===== src/rtl/ucsbece154a_mmio_monitor.sv =====
// Memory-mapped test/status peripheral: cycle counter, tohost completion register
// and a small signature FIFO living in a 32-byte window on the data bus.
module ucsbece154a_mmio_monitor #(
  parameter logic [31:0] BASE  = 32'hFFFF_0000,
  parameter int          DEPTH = 8
) (
  input  logic        clk,
  input  logic        reset,
  input  logic        we_i,
  input  logic        re_i,
  input  logic [31:0] a_i,
  input  logic [31:0] wd_i,
  output logic [31:0] rd_o,
  output logic        sel_o,
  output logic        done_o,
  output logic        pass_o,
  output logic [30:0] fail_code_o
);

  localparam int AW = $clog2(DEPTH);

  typedef enum logic [2:0] {
    REG_TOHOST     = 3'd0,
    REG_CYCLE      = 3'd1,
    REG_SIG_PUSH   = 3'd2,
    REG_SIG_POP    = 3'd3,
    REG_SIG_STATUS = 3'd4
  } reg_e;

  logic [31:0] tohost_q;
  logic [31:0] cycle_q;
  logic [31:0] mem [DEPTH];
  logic [AW-1:0] wr_ptr;
  logic [AW-1:0] rd_ptr;
  logic [AW:0]   count;
  logic          overflow;

  logic [29:0] word_off;
  logic [2:0]  word_idx;
  logic        empty;
  logic        full;
  logic        wr_en;
  logic        push_hit;
  logic        push_ok;
  logic        pop_ok;
  logic [31:0] status_word;
  logic        unused_byte_bits;

  // Byte lane bits are irrelevant: every register is a full word.
  assign unused_byte_bits = ^a_i[1:0];
  assign word_off = a_i[31:2] - BASE[31:2];
  assign sel_o    = (a_i[31:2] >= BASE[31:2]) && (word_off < 30'd8);
  assign word_idx = word_off[2:0];

  assign empty = (count == '0);
  assign full  = (count == (AW+1)'(DEPTH));

  // Stores win over loads when both strobes are high, so a pop needs we_i low.
  assign wr_en    = sel_o && we_i;
  assign push_hit = wr_en && (word_idx == REG_SIG_PUSH);
  assign push_ok  = push_hit && !full;
  assign pop_ok   = sel_o && re_i && !we_i && (word_idx == REG_SIG_POP) && !empty;

  assign status_word = {{(23-AW){1'b0}}, count, 5'b0, overflow, full, empty};

  assign pass_o      = done_o && (tohost_q == 32'd1);
  assign fail_code_o = tohost_q[31:1];

  always_comb begin
    rd_o = '0;
    if (sel_o) begin
      case (word_idx)
        REG_TOHOST:     rd_o = tohost_q;
        REG_CYCLE:      rd_o = cycle_q;
        REG_SIG_POP:    if (re_i && !empty) rd_o = mem[rd_ptr];
        REG_SIG_STATUS: rd_o = status_word;
        default:        rd_o = '0;
      endcase
    end
  end

  always_ff @(posedge clk) begin
    if (reset) begin
      tohost_q <= '0;
      done_o   <= 1'b0;
      cycle_q  <= '0;
      wr_ptr   <= '0;
      rd_ptr   <= '0;
      count    <= '0;
      overflow <= 1'b0;
    end else begin
      if (wr_en && (word_idx == REG_TOHOST) && !done_o) begin
        tohost_q <= wd_i;
        if (wd_i != 32'd0) done_o <= 1'b1;
      end

      // Counter freezes on done so the final value records total runtime.
      if (wr_en && (word_idx == REG_CYCLE))
        cycle_q <= '0;
      else if (!done_o && (cycle_q != 32'hFFFF_FFFF))
        cycle_q <= cycle_q + 32'd1;

      if (push_ok) begin
        wr_ptr <= wr_ptr + 1'b1;
        count  <= count + 1'b1;
      end else if (pop_ok) begin
        rd_ptr <= rd_ptr + 1'b1;
        count  <= count - 1'b1;
      end

      if (wr_en && (word_idx == REG_SIG_STATUS))
        overflow <= 1'b0;
      else if (push_hit && full)
        overflow <= 1'b1;
    end
  end

  // Storage needs no reset: pointers and count define which entries are valid.
  always_ff @(posedge clk) begin
    if (push_ok && !reset) mem[wr_ptr] <= wd_i;
  end

endmodule

===== config.mk =====
export PLATFORM = sky130hd
export DESIGN_NAME = ucsbece154a_mmio_monitor
export DESIGN_NICKNAME = d
export VERILOG_FILES = /design/src/rtl/ucsbece154a_mmio_monitor.sv
export SDC_FILE = /design/constraint.sdc
export NUM_CORES = 1
export LEC_CHECK = 0
export CORE_ASPECT_RATIO = 0.9
export CORE_UTILIZATION = 57
export DETAILED_ROUTE_END_ITERATION = 10
export GPL_TIMING_DRIVEN = 0
export PLACE_DENSITY = 0.85
export SYNTH_ARGS = -nofsm -noshare
export SYNTH_HDL_FRONTEND = slang
export SYNTH_SLANG_ARGS = --single-unit

===== constraint.sdc =====
create_clock -name clk -period 8.5 [get_ports clk]
set_clock_uncertainty 0.15 [all_clocks]
set_input_delay 2.125 -clock clk [delete_from_list [all_inputs] [get_ports clk]]
set_output_delay 2.125 -clock clk [all_outputs]
set_load 0.005 [all_outputs]

==> run metrics <==
vias 9226; First-pass DRT Iterations 10; routability cong. 0.912; Min Hold Slack 353 ps; Crit Path Class primary input to output pin; Buffers on Ports 131; vias in the first global route 9061; clock buffer count from CTS 34; Post-synth EDFFs 256; CP max FO 10; first-pass GRT wire length 54.1 mm; die area 25400 sq um; final hold violation count 0; R2R depth 7; Max-Cap Viols 0; Setup Fix Bufs, Post-CTS 0; clock tree buffer depth 3; post-synthesis cell count 907; Hold Startpoint rd_ptr[1]; Remaining DRCs 0; crit path buf inv count 4; synthesized area per cell 15.5 sq um; clk slew on worst S/H paths 60 ps; Peak Freq 0.133 GHz; Async S/R FF share, synth 0%; vias per std cell 6.45; Setup WS post-layout 973 ps; Post-Syn Area 14100 sq um; Final nets 1171; crit path launch type primary input; Slowest-stage cell, CP nor3_1; minimum clock period 7530 ps; Seq/Total Area, Yosys 65.8%; Max Transition Viols Final 0; worst reg2reg endpoint mem[0][27]; largest net degree at the start of global routing 20; post_cts resized 0; post-route antenna net violation count 0; Synth cell types 57; crit-path max cell delay 910 ps; die width 168 microns; Worst R2R Start count[1]; Total GRT Usage 28.9%; Hold Path Stages 2; Initial DRC Count 1153; dpl hpwl 24.6 mm; IO Pins 134; die height 151 microns; hold-fix buffers at CTS 0; run status finished clean; share of cells above drive strength 1 20.7%; RSZ-0062 raised after global routing no; Initial Util 58.1%; WL per Instance 25.0 microns; Ys Warns 0; Pleak 5.76 nW; number of diodes 0; Rel. slew slack 20.8%; Critical Path RT 6230 ps; critical path arrival 5250 ps; area delta synth->final 23.0%; final-layout fill cell count 1542; Root Buffer clkbuf_16; worst slew pin tran 1180 ps; CP delay by family, top buffers and inverters; Crit path top cell by count clkdlybuf4s50_1; Synth Register Bits 335; Hold Crit Class flop to flop; period utilization 88.6%; Synth Flop Type edfxtp_1; critical path depth 7; later-pin clock latency in the skew report 520 ps; CTS tree yes; post-place setup slack 1080 ps; syn_nets 981; FP Rows 54; Hold EP rd_ptr[1]; setup violators final 0; initial antenna violation count 0; CP Capture Type output pin; peak supply drop 145 uV; number of H-tree levels 2; Pwr Density 198 nW/um^2; total wire length 35.7 mm; clk sinks 335; critical-path cell list clkdlybuf4s50_1 > buf_1 > nor3_1 > clkbuf_1 > a222oi_1 > nor2_1 > clkdlybuf4s50_1; total power 0.00343 W; grt total ovfl 0; reg2reg setup slack 4970 ps; Core Footprint 24300 sq um
## where the power goes
part	switching (W)	total (W)	internal, W
Clock	0.000635	0.00159	0.000959
Sequential	0.00000214	0.00176	0.00176
Combinational	0.0000451	0.0000792	0.0000341
## cell type report
| class | instances | area, sq um | share of cell area, % |
|---|---|---|---|
| multi-input combinational | 489 | 4420 | 25.5 |
| tap | 308 | 385 | 2.22 |
| sequential | 335 | 9270 | 53.5 |
| clock inverter | 16 | 215 | 1.24 |
| timing repair buffer | 154 | 1590 | 9.19 |
| inverter | 4 | 15.0 | 0.0866 |
| buffer | 79 | 437 | 2.52 |
| clock buffer | 46 | 998 | 5.76 |
## synthesized netlist by cell type (5+ instances only)
| library cell | n | area share, % |
|---|---|---|
| a21oi_1 | 26 | 0.92 |
| a222oi_1 | 25 | 1.8 |
| buf_2 | 10 | 0.36 |
| buf_4 | 34 | 1.8 |
| clkbuf_1 | 32 | 0.85 |
| dfxtp_1 | 79 | 11 |
| edfxtp_1 | 256 | 55 |
| ha_1 | 5 | 0.44 |
| mux2_2 | 25 | 2.0 |
| mux2i_1 | 49 | 3.5 |
| mux4_2 | 64 | 10 |
| nand2_1 | 17 | 0.45 |
| nand3_1 | 13 | 0.46 |
| nand4_1 | 15 | 0.67 |
| nor2_1 | 99 | 2.6 |
| nor3_1 | 10 | 0.36 |
| nor4_1 | 17 | 0.75 |
| o211ai_1 | 5 | 0.27 |
| o21ai_0 | 15 | 0.53 |
| o22a_1 | 7 | 0.43 |
| or3_1 | 15 | 0.67 |
| or4_1 | 6 | 0.32 |
| xor2_1 | 13 | 0.81 |
## worst max path at each step
| stage | start | end |
|---|---|---|
| after floorplan | a_i[6] | mem[0][0] |
| after global placement | a_i[29] | mem[0][24] |
| after detailed placement | a_i[4] | rd_o[29] |
| after CTS | a_i[4] | rd_o[30] |
| after global routing | a_i[29] | rd_o[29] |
| final | a_i[4] | rd_o[7] |
## state kept, by name (all words and copies together), names as in the netlist, named ones only
signal / count
rd_ptr: 3
tohost_q: 32
wr_ptr: 3
mem: 256
count: 4
overflow: 1
done_o: 1
cycle_q: 32
## tightest hold or removal path: stages (launching register included)
cell	delay (ps)
dfxtp_1	310
nand2_1	60
a21oi_1	70
## placed cells by master, fill, tap and decap left out, types with 25 or more instances in the layout
cell type | Yosys | layout
mux2_2 | 25 | 25
mux4_2 | 64 | 64
clkdlybuf4s50_1 | 0 | 131
a222oi_1 | 25 | 25
mux2i_1 | 49 | 49
clkbuf_16 | 0 | 36
dfxtp_1 | 79 | 79
a21oi_1 | 26 | 26
buf_4 | 34 | 42
clkbuf_1 | 32 | 36
edfxtp_1 | 256 | 256
nor2_1 | 99 | 96
## kinds of logic (layout without fill, tap and decap cells)
logic type	after synthesis	in the layout	synth area share, %
mux	138	138	15.7
buf+inv	83	299	3.20
fa+ha+maj	6	6	0.586
compound gates	101	101	5.28
xor+xnor	17	17	1.06
simple gates	227	227	8.41
flops	335	335	65.8
## metal layers
| metal | global-route usage (%) | up-vias | share of wire [%] |
|---|---|---|---|
| met2 | 46.7 | 491 | 49 |
| li1 | - | 3983 | - |
| met4 | 9.68 | 0 | 2.5 |
| met3 | 5.10 | 72 | 8.9 |
| met5 | 0 | - | 0 |
| met1 | 40.3 | 4680 | 40 |
## stage by stage
step / TNS, ps / cells / area, sq um / util [%]
global placement: -251950 / 1346 / 15800 / 65.1
floorplan: 0 / 907 / 14100 / -
CTS: 0 / 1431 / 17300 / 71.5
global route: 0 / 1431 / 17300 / 71.5
finish: 0 / 1431 / 17300 / 71.5
detailed placement: 0 / 1369 / 16100 / 66.5
No activity file was read; power rests on OpenSTA's default activity.
